--- src/rtl/btn_pkg.sv ---
// Shared definitions for the push-button conditioner: channel count, repeat phases, counter sizing.
// Latency: n/a (types and constants only).
// Backpressure: n/a.
package btn_pkg;

    localparam int NUM_BTN = 8;

    // Auto-repeat phase of one channel: released, waiting for first repeat, repeating.
    typedef enum logic [1:0] {
        IDLE  = 2'd0,
        FIRST = 2'd1,
        RUN   = 2'd2
    } rep_phase_t;

    // Counter width able to hold 0..limit (one spare bit keeps the compare simple).
    function automatic int cnt_width(input int limit);
        return $clog2(limit) + 1;
    endfunction

endpackage

--- src/rtl/btn_debounce_chan.sv ---
// One button channel: 2-flop synchronizer, tick-based debounce, auto-repeat FSM.
// Latency: state/press/release 3..2+TICK_DIV cycles past the DEB_TICKS-th mismatching tick window; all outputs registered.
// Backpressure: none; pulses are single-cycle and never stall.
module btn_debounce_chan
    import btn_pkg::*;
#(
    parameter int DEB_TICKS    = 8,
    parameter int REPEAT_DELAY = 500,
    parameter int REPEAT_RATE  = 100
) (
    input  logic i_clk,
    input  logic i_rst,
    input  logic i_tick,
    input  logic i_raw,
    output logic o_state,
    output logic o_press,
    output logic o_release,
    output logic o_repeat
);

    localparam int DW = cnt_width(DEB_TICKS);
    localparam int RW = cnt_width((REPEAT_DELAY > REPEAT_RATE) ? REPEAT_DELAY : REPEAT_RATE);
    localparam logic [DW-1:0] DEB_LIM  = DW'(DEB_TICKS);
    localparam logic [RW-1:0] DLY_LIM  = RW'(REPEAT_DELAY);
    localparam logic [RW-1:0] RATE_LIM = RW'(REPEAT_RATE);

    logic            r_s1;
    logic            r_s2;
    logic            r_state;
    logic            r_press;
    logic            r_release;
    logic            r_repeat;
    logic [DW-1:0]   r_dcnt;
    logic [RW-1:0]   r_rcnt;
    rep_phase_t      r_phase;

    logic            w_state_n;
    logic            w_press_n;
    logic            w_release_n;
    logic [DW-1:0]   w_dcnt_n;
    logic [DW-1:0]   w_dcnt_inc;
    logic            w_repeat_n;
    logic [RW-1:0]   w_rcnt_n;
    logic [RW-1:0]   w_rcnt_inc;
    logic [RW-1:0]   w_rep_lim;
    rep_phase_t      w_phase_n;

    assign w_dcnt_inc = r_dcnt + DW'(1);
    assign w_rcnt_inc = r_rcnt + RW'(1);
    assign w_rep_lim  = (r_phase == RUN) ? RATE_LIM : DLY_LIM;

    // Two-flop synchronizer for the asynchronous pin.
    always_ff @(posedge i_clk) begin
        if (i_rst) begin
            r_s1 <= 1'b0;
            r_s2 <= 1'b0;
        end else begin
            r_s1 <= i_raw;
            r_s2 <= r_s1;
        end
    end

    // Debounce: count ticks of disagreement, any agreement restarts the count.
    always_comb begin
        w_state_n   = r_state;
        w_dcnt_n    = r_dcnt;
        w_press_n   = 1'b0;
        w_release_n = 1'b0;
        if (r_s2 == r_state) begin
            w_dcnt_n = '0;
        end else if (i_tick) begin
            if (w_dcnt_inc == DEB_LIM) begin
                w_state_n   = ~r_state;
                w_dcnt_n    = '0;
                w_press_n   = ~r_state;
                w_release_n = r_state;
            end else begin
                w_dcnt_n = w_dcnt_inc;
            end
        end
    end

    // Repeat FSM next state; a release accepted this cycle wins over a due repeat.
    always_comb begin
        w_phase_n  = r_phase;
        w_rcnt_n   = r_rcnt;
        w_repeat_n = 1'b0;
        if (!r_state || !w_state_n) begin
            w_phase_n = IDLE;
            w_rcnt_n  = '0;
        end else begin
            case (r_phase)
                IDLE:    w_phase_n = FIRST;
                FIRST:   w_phase_n = FIRST;
                RUN:     w_phase_n = RUN;
                default: w_phase_n = IDLE;
            endcase
            if (i_tick) begin
                if (w_rcnt_inc == w_rep_lim) begin
                    w_repeat_n = 1'b1;
                    w_rcnt_n   = '0;
                    w_phase_n  = RUN;
                end else begin
                    w_rcnt_n = w_rcnt_inc;
                end
            end
        end
    end

    // Debounced level, event pulses and counters.
    always_ff @(posedge i_clk) begin
        if (i_rst) begin
            r_state   <= 1'b0;
            r_press   <= 1'b0;
            r_release <= 1'b0;
            r_repeat  <= 1'b0;
            r_dcnt    <= '0;
            r_rcnt    <= '0;
            r_phase   <= IDLE;
        end else begin
            r_state   <= w_state_n;
            r_press   <= w_press_n;
            r_release <= w_release_n;
            r_repeat  <= w_repeat_n;
            r_dcnt    <= w_dcnt_n;
            r_rcnt    <= w_rcnt_n;
            r_phase   <= w_phase_n;
        end
    end

    assign o_state   = r_state;
    assign o_press   = r_press;
    assign o_release = r_release;
    assign o_repeat  = r_repeat;

endmodule

--- src/rtl/btn_debounce.sv ---
// Eight-button input conditioner: polarity fix, shared tick prescaler, per-button debounce/repeat channels.
// Latency: accept (DEB_TICKS-1)*TICK_DIV+3 .. DEB_TICKS*TICK_DIV+2 cycles after a stable pin change; outputs registered.
// Backpressure: none; consumers must sample single-cycle pulses as they occur.
module btn_debounce
    import btn_pkg::*;
#(
    parameter int TICK_DIV     = 48000,
    parameter int DEB_TICKS    = 8,
    parameter int REPEAT_DELAY = 500,
    parameter int REPEAT_RATE  = 100,
    parameter int ACTIVE_LOW   = 0
) (
    input  logic               i_clk,
    input  logic               i_rst,
    input  logic [NUM_BTN-1:0] i_btn,
    output logic [NUM_BTN-1:0] o_state,
    output logic [NUM_BTN-1:0] o_press,
    output logic [NUM_BTN-1:0] o_release,
    output logic [NUM_BTN-1:0] o_repeat
);

    localparam int            PW   = $clog2(TICK_DIV);
    localparam logic [PW-1:0] PLIM = PW'(TICK_DIV - 1);
    localparam logic          INV  = (ACTIVE_LOW != 0);

    logic [PW-1:0]      r_pcnt;
    logic               w_tick;
    logic [NUM_BTN-1:0] w_raw;

    // Normalise so that 1 always means pressed.
    assign w_raw  = i_btn ^ {NUM_BTN{INV}};
    assign w_tick = (r_pcnt == PLIM);

    // Free-running prescaler shared by all channels; wraps on the tick cycle.
    always_ff @(posedge i_clk) begin
        if (i_rst) begin
            r_pcnt <= '0;
        end else if (w_tick) begin
            r_pcnt <= '0;
        end else begin
            r_pcnt <= r_pcnt + PW'(1);
        end
    end

    for (genvar g = 0; g < NUM_BTN; g++) begin : g_chan
        btn_debounce_chan #(
            .DEB_TICKS    (DEB_TICKS),
            .REPEAT_DELAY (REPEAT_DELAY),
            .REPEAT_RATE  (REPEAT_RATE)
        ) u_chan (
            .i_clk     (i_clk),
            .i_rst     (i_rst),
            .i_tick    (w_tick),
            .i_raw     (w_raw[g]),
            .o_state   (o_state[g]),
            .o_press   (o_press[g]),
            .o_release (o_release[g]),
            .o_repeat  (o_repeat[g])
        );
    end

endmodule
--- config.mk ---
export PLATFORM = sky130hd
export DESIGN_NAME = btn_debounce
export DESIGN_NICKNAME = d
export VERILOG_FILES = /design/src/rtl/btn_pkg.sv /design/src/rtl/btn_debounce_chan.sv /design/src/rtl/btn_debounce.sv
export SDC_FILE = /design/constraint.sdc
export NUM_CORES = 1
export LEC_CHECK = 0
export BUFFER_PORTS_ARGS = -buffer_cell sky130_fd_sc_hd__buf_2
export CAP_MARGIN = 20
export CORE_ASPECT_RATIO = 0.5
export CORE_MARGIN = 2
export CORE_UTILIZATION = 40
export DETAILED_ROUTE_END_ITERATION = 10
export GPL_TIMING_DRIVEN = 0
export PLACE_DENSITY_LB_ADDON = 0.25
export SKIP_LAST_GASP = 1
export SYNTH_ARGS = -nofsm -noshare
export SYNTH_HDL_FRONTEND = slang
export SYNTH_SLANG_ARGS = --single-unit
--- constraint.sdc ---
create_clock -name i_clk -period 2.7 [get_ports i_clk]
set_clock_uncertainty 0.2 [all_clocks]
set_input_delay 0.54 -clock i_clk [delete_from_list [all_inputs] [get_ports i_clk]]
set_output_delay 0.54 -clock i_clk [all_outputs]
set_load 0.05 [all_outputs]
==> metrics, run 1 <==
run status finished, final reports clean; Final GP Congestion 0.8539; commonest non-fill, non-tap cell in the layout dfxtp_1; CORE AREA 0.02192 sq mm; kind of start point of the critical path register; fmax 0.3769 GHz; Critical Path End Type register; syn_area_per_cell approximately 8.6 sq um; Mapped Nets between 1000 and 1500; CTS tree yes; ys async rst share 0%; max-slew violations 0; drt first pass iters 5; Mapped Cells between 1000 and 1500; Synth Cell Area 0.009032 sq mm; CTS Root Cell clkbuf_16; most frequent cells in the layout dfxtp_1, nor2_1, nand2_1; Slew headroom a little over half; Area contributors post-synth dfxtp_1, xor2_1, nor2_1; CP max-delay cell or4b_4; worst skew pair latency 0.44 ns; Yosys top cell area share 42.55%; Total Routing Usage GR 18.52%; number of global-route vias before repair roughly 7000; Hold WC Path Type in2reg; VDD IR max 0.0004307 V; Starting DRT DRC Count 490; initial antenna violation count 0; H-tree Lvls 4; Seq/Total Area, Yosys a little over two fifths; routed len/inst roughly 15 um; Final Total Pwr 5.652 mW; detailed-route DRC error count 0; P per Cell Area 539.3 mW/mm^2; I/O pins 42; Die ar. 0.02387 sq mm; Yosys cell types 62; vias 7648; data arrival time of the critical path ~2.8 ns; Yosys warning count 0; width of the die 216.5 um; Critical path origin r_pcnt[14]$_SDFF_PP0_; reg2reg path depth 7; EDFF count, synth 0; Layout Nets 1151; CTS hold repair buffers 0; Routed WL 21.61 mm; Area Growth Syn to Fin 16.03%; global-route wire length before repair 34.78 mm; clock sinks between 150 and 200; Slew @ Worst Pin 0.6870 ns; total negative slack 0 ns; Final setup viols 0; Worst EP required 2.83 ns; Hold Vio Cnt, Final 0; Clock Tree Buf Depth 2; Worst Setup EP g_chan[5].u_chan.r_rcnt[2]$_SDFFE_PP0N_; CP Max Fanout 9; n_diodes 0; share of cells above drive strength 1 15.66%; R2R Setup Slk 0.05 ns; Rows 38; #FFs+latches synth roughly 190; Worst R2R End g_chan[5].u_chan.r_rcnt[2]$_SDFFE_PP0N_; Starting Density 41.21%; Inserted Clock Buffers 17; main flop type after synthesis dfxtp_1; leakage power between 3 and 4 nW; crit path kind reg2reg; post-DP HPWL 14.69 mm; max-cap violations 0; Port Buffer Count 41; CP Cell Sequence or4b_4 > or4_4 > buf_8 > o311ai_4 > a21o_1 > buf_6 > nor2_1; Die Y approximately 110 um; Synth area leader dfxtp_1; gr ovfl total 0; largest net degree at the start of global routing 17; beginning of the worst register-to-register path r_pcnt[14]$_SDFF_PP0_; final worst-path cycle share 98.27%; mean number of vias per cell 5.322; Post-DRT Antenna Nets 0; Worst path max stage delay 0.60 ns; Clock Pin Slew Worst Setup and Hold Paths 0.07 ns; Tmin final between 2 and 3 ns; RSZ-0062 raised after global routing no
## cell type report
type | count | area, sq um
clock inverters | 12 | 181.4
plain buffers | 70 | 474.2
clock buffers | 20 | 456.7
flip-flops and latches | 192 | 3845
fillers | 2056 | 11440
well taps | 300 | 375.4
multi-input cells | 769 | 4762
repair buffers | 55 | 314.1
inverters | 19 | 71.32
## power by group
group / switching (mW) / internal, mW
sequential: 0.0125 / 2.85
clock: 1.14 / 1.61
combinational: 0.0321 / 0.0199
## flip-flops by register name, indices dropped and copies added, names as in the netlist
name                     cells
r_pcnt                      16
g_chan.u_chan.o_repeat       8
g_chan.u_chan.r_rcnt        80
g_chan.u_chan.o_press        8
g_chan.u_chan.r_phase       16
g_chan.u_chan.r_s1           8
g_chan.u_chan.r_dcnt        32
g_chan.u_chan.r_s2           8
g_chan.u_chan.o_release      8
g_chan.u_chan.o_state        8
## metrics by stage
step	setup slack [ns]	util [%]	hold WS, ns	cells	instance area (sq um)
6_report	0.04666	47.81	0.1070	1437	10480
3_5_place_dp	-0.5577	43.95	0.2005	1394	9633
2_1_floorplan	0.2356	-	0.1845	1052	9032
4_1_cts	-0.0006808	47.45	0.09652	1436	10400
5_1_grt	0.003146	47.81	0.1039	1437	10480
3_3_place_gp	-0.9724	43.86	0.1909	1393	9613
## per-layer routing
| metal | track usage, % | up-vias | part of all wire [%] |
|---|---|---|---|
| li1 | - | 3772 | - |
| met1 | 24.41 | 3682 | 49 |
| met2 | 30.61 | 165 | 45 |
| met3 | 3.567 | 29 | 5.3 |
| met4 | 6.703 | 0 | 1.5 |
| met5 | 0 | - | 0 |
## cell usage after synthesis (all sizes together), types with 5 or more instances
| cell | instances |
|---|---|
| and3 | 14 |
| mux2i | 9 |
| nor2 | 132 |
| or3 | 5 |
| nor4 | 12 |
| dfxtp | 192 |
| nand4 | 39 |
| a21bo | 5 |
| o211ai | 5 |
| and4 | 7 |
| xnor2 | 41 |
| a311oi | 9 |
| nor3 | 36 |
| nand3b | 9 |
| a31oi | 5 |
| nand2 | 125 |
| nor2b | 17 |
| clkbuf | 21 |
| nand3 | 50 |
| or4 | 11 |
| nand2b | 7 |
| ha | 17 |
| xor2 | 74 |
| o21ai | 17 |
| inv | 18 |
| buf | 51 |
| a21oi | 68 |
## worst min path at each step
stage	from	to	slack (ns)	cells past startpoint
6_report	i_btn[0]	g_chan[0].u_chan.r_s1$_SDFF_PP0_	0.11	2
5_1_grt	i_btn[0]	g_chan[0].u_chan.r_s1$_SDFF_PP0_	0.10	2
3_5_place_dp	g_chan[0].u_chan.r_phase[1]$_SDFF_PP0_	g_chan[0].u_chan.r_phase[0]$_SDFF_PP0_	0.20	1
2_1_floorplan	g_chan[0].u_chan.r_phase[1]$_SDFF_PP0_	g_chan[0].u_chan.r_phase[0]$_SDFF_PP0_	0.18	1
4_1_cts	i_btn[0]	g_chan[0].u_chan.r_s1$_SDFF_PP0_	0.1	2
3_3_place_gp	g_chan[0].u_chan.r_phase[1]$_SDFF_PP0_	g_chan[0].u_chan.r_phase[0]$_SDFF_PP0_	0.19	1
## cell families after synthesis
group,after synthesis,share of synthesized area [%]
AND/OR/NAND/NOR,482,26.68
multiplexers,11,1.247
XOR/XNOR,115,11.15
buffers and inverters,91,5.499
AO/OA/AOI/OAI,144,10.51
flip-flops,192,42.55
adder cells (fa/ha/maj),17,2.355
## repair_timing
item / CTS / global route
pin swaps: 6 / 5
setup endpoints to repair: 143 / 122
gates cloned: 0 / 0
gates resized for setup: 21 / 20
buffers inserted: 10 / 3
## critical path: cells and delay by family, from the launching register on
family                 cells  cell delay (ns)
buffers and inverters      2             0.31
AND/OR/NAND/NOR            3             1.16
AO/OA/AOI/OAI              2             0.51
flip-flops                 1             0.34
Power figures use the tool's default switching activity.
==> inputs of run 2 (changes only) <==
==> constraint.sdc (replaced) <==
create_clock -name i_clk -period 2.7 [get_ports i_clk]
set_clock_uncertainty 0.2 [all_clocks]
set_input_delay 0.27 -clock i_clk [delete_from_list [all_inputs] [get_ports i_clk]]
set_output_delay 0.27 -clock i_clk [all_outputs]
set_load 0.05 [all_outputs]
==> metrics, run 2 (synthesized netlist as in run 1, its figures left out) <==
run status finished, final reports clean (unchanged); Critical Path End Type register (unchanged); vias 7654 (was 7648); CTS tree yes (unchanged); worst skew pair latency 0.44 ns (about the same); Net Switching 1.172 mW (was 1.181 mW); data arrival time of the critical path 2.77 ns (was 2.78 ns); H-tree Lvls 4 (unchanged); Worst path max stage delay 0.60 ns (about the same); Area Growth Syn to Fin 16.91% (was 16.03%); P per Cell Area 535.2 mW/mm^2 (was 539.3 mW/mm^2); number of global-route vias before repair 7042 (was 7009); clock sinks 192 (unchanged); CP max-delay cell or4b_4 (unchanged); Slew headroom 54.10% (was 53.85%); most frequent cells in the layout dfxtp_1, nor2_1, nand2_1 (unchanged); routed len/inst 14.87 um (was 15.04 um); Sw Ratio 20.74% (was 20.89%); Die ar. 0.02387 sq mm (unchanged); Final setup viols 0 (unchanged); Combinational Power Share 1.1% (was 0.9%); Clock Pin Slew Worst Setup and Hold Paths 0.07 ns (about the same); mean number of vias per cell 5.297 (was 5.322); detailed-route DRC error count 0 (unchanged); RSZ-0062 raised after global routing no (unchanged); worst hold slack 0.2084 ns (was 0.1070 ns); I/O pins 42 (unchanged); max-cap violations 0 (unchanged); CP Max Fanout 9 (unchanged); commonest non-fill, non-tap cell in the layout dfxtp_1 (unchanged); CTS Root Cell clkbuf_16 (unchanged); final setup margin 0.05222 ns (was 0.04666 ns); Hold Vio Cnt, Final 0 (unchanged); post-DP HPWL 14.69 mm (unchanged); Slew @ Worst Pin 0.6833 ns (was 0.6870 ns); Crit path max-delay family simple AND/OR/NAND/NOR gates (unchanged); initial antenna violation count 0 (unchanged); Biggest register g_chan.u_chan.r_rcnt (unchanged); Largest register FFs 80 (unchanged); total negative slack 0 ns (unchanged); Final GP Congestion 0.8539 (unchanged); Starting DRT DRC Count 422 (was 490); share of cells above drive strength 1 15.55% (was 15.66%); P_int 4.479 mW (was 4.472 mW); Die Y 110.3 um (unchanged); kind of start point of the critical path register (unchanged); Seq pwr share 50.6% (about the same); worst slack, placed -0.5577 ns (unchanged); Inserted Clock Buffers 17 (unchanged); crit path kind reg2reg (unchanged); Routed WL 21.49 mm (was 21.61 mm); worst path bufs/invs 2 (unchanged); Tmin final 2.648 ns (was 2.653 ns); drt first pass iters 5 (unchanged); clock network fraction of design power 48.4% (was 48.5%); final instance area 0.01056 sq mm (was 0.01048 sq mm); Layout Nets 1159 (was 1151); CP Cell Sequence or4b_4 > or4_4 > buf_8 > o311ai_4 > a21o_1 > buf_6 > nor2_1 (unchanged); Largest regs g_chan.u_chan.r_rcnt (80), g_chan.u_chan.r_dcnt (32) (unchanged); Port Buffer Count 41 (unchanged); Rows 38 (unchanged); Starting Density 41.21% (unchanged); n_diodes 0 (unchanged); leakage power 3.771 nW (was 3.737 nW); Hold WC Path Type reg2reg (was in2reg); Post-DRT Antenna Nets 0 (unchanged); final worst-path cycle share 98.07% (was 98.27%); Post-DP Area 0.009633 sq mm (unchanged); Worst EP required 2.83 ns (about the same); width of the die 216.5 um (unchanged); CORE AREA 0.02192 sq mm (unchanged); Total Routing Usage GR 18.55% (was 18.52%); max-slew violations 0 (unchanged); Clock Tree Buf Depth 2 (unchanged); fmax 0.3777 GHz (was 0.3769 GHz); global-route wire length before repair 34.83 mm (was 34.78 mm); R2R Setup Slk 0.05 ns (about the same); # fillers 2051 (was 2056); largest net degree at the start of global routing 17 (unchanged); VDD IR max 0.0004268 V (was 0.0004307 V); gr ovfl total 0 (unchanged)
## run 2: changes by cell type in the layout (fill, tap and decap cells not counted), sizes merged
| cell | delta |
|---|---|
| dlygate4sd3 | +8 |
## run 2: per-layer routing
metal	up-vias	track usage [%]	wire (um)
met5	-	0	0
met4	0	6.703	327
met2	156	30.70	9640
met1	3683	24.41	10540
li1	3786	-	-
met3	29	3.567	979
## run 2: per-stage QoR
step / std cells / utilization (%) / total power, mW
floorplan: 1052 / - / 2.949
global placement: 1393 / 43.86 / 2.971
detailed placement: 1394 / 43.95 / 2.973
CTS: 1444 / 47.81 / 5.709
global route: 1445 / 48.18 / 5.819
finish: 1445 / 48.18 / 5.651
## run 2: path summary, 6_finish.rpt
kind | start | to | depth (start not counted)
max reg2reg | r_pcnt[14]$_SDFF_PP0_ | g_chan[5].u_chan.r_rcnt[2]$_SDFFE_PP0N_ | 7
max | r_pcnt[14]$_SDFF_PP0_ | g_chan[5].u_chan.r_rcnt[2]$_SDFFE_PP0N_ | 7
min reg2reg | g_chan[1].u_chan.r_phase[1]$_SDFF_PP0_ | g_chan[1].u_chan.r_phase[0]$_SDFF_PP0_ | 1
min | g_chan[1].u_chan.r_phase[1]$_SDFF_PP0_ | g_chan[1].u_chan.r_phase[0]$_SDFF_PP0_ | 1
## run 2: what timing repair did
action | CTS | global route
resized for setup | 21 | 20
hold buffers | 8 | 0
buffers inserted | 10 | 3
pin swaps | 6 | 5
setup endpoints to repair | 143 | 122
hold endpoints to repair | 8 | 0
## run 2: final cells by class
| type | instances | area (sq um) | share of cell area, % |
|---|---|---|---|
| buffer | 70 | 474.2 | 4.491 |
| clock buffer | 20 | 456.7 | 4.325 |
| clock inverter | 12 | 181.4 | 1.718 |
| inverter | 19 | 71.32 | 0.6754 |
| multi-input combinational | 769 | 4762 | 45.09 |
| sequential | 192 | 3845 | 36.41 |
| tap | 300 | 375.4 | 3.555 |
| timing repair buffer | 63 | 394.1 | 3.732 |
## run 2: power groups by stage
stage	Sequential (mW)	Clock [mW]	Combinational (mW)
2_1_floorplan	2.92	0	0.0306
4_1_cts	2.86	2.79	0.0601
5_1_grt	2.86	2.89	0.0668
6_report	2.86	2.73	0.0606
3_5_place_dp	2.92	0	0.0512
3_3_place_gp	2.92	0	0.0506
## run 2: worst reg2reg max path: stages, from the launching register on
cell and delay (ns):
dfxtp_1 0.34, or4b_4 0.60, or4_4 0.51, buf_8 0.18, o311ai_4 0.37, a21o_1 0.14, buf_6 0.13, nor2_1 0.05
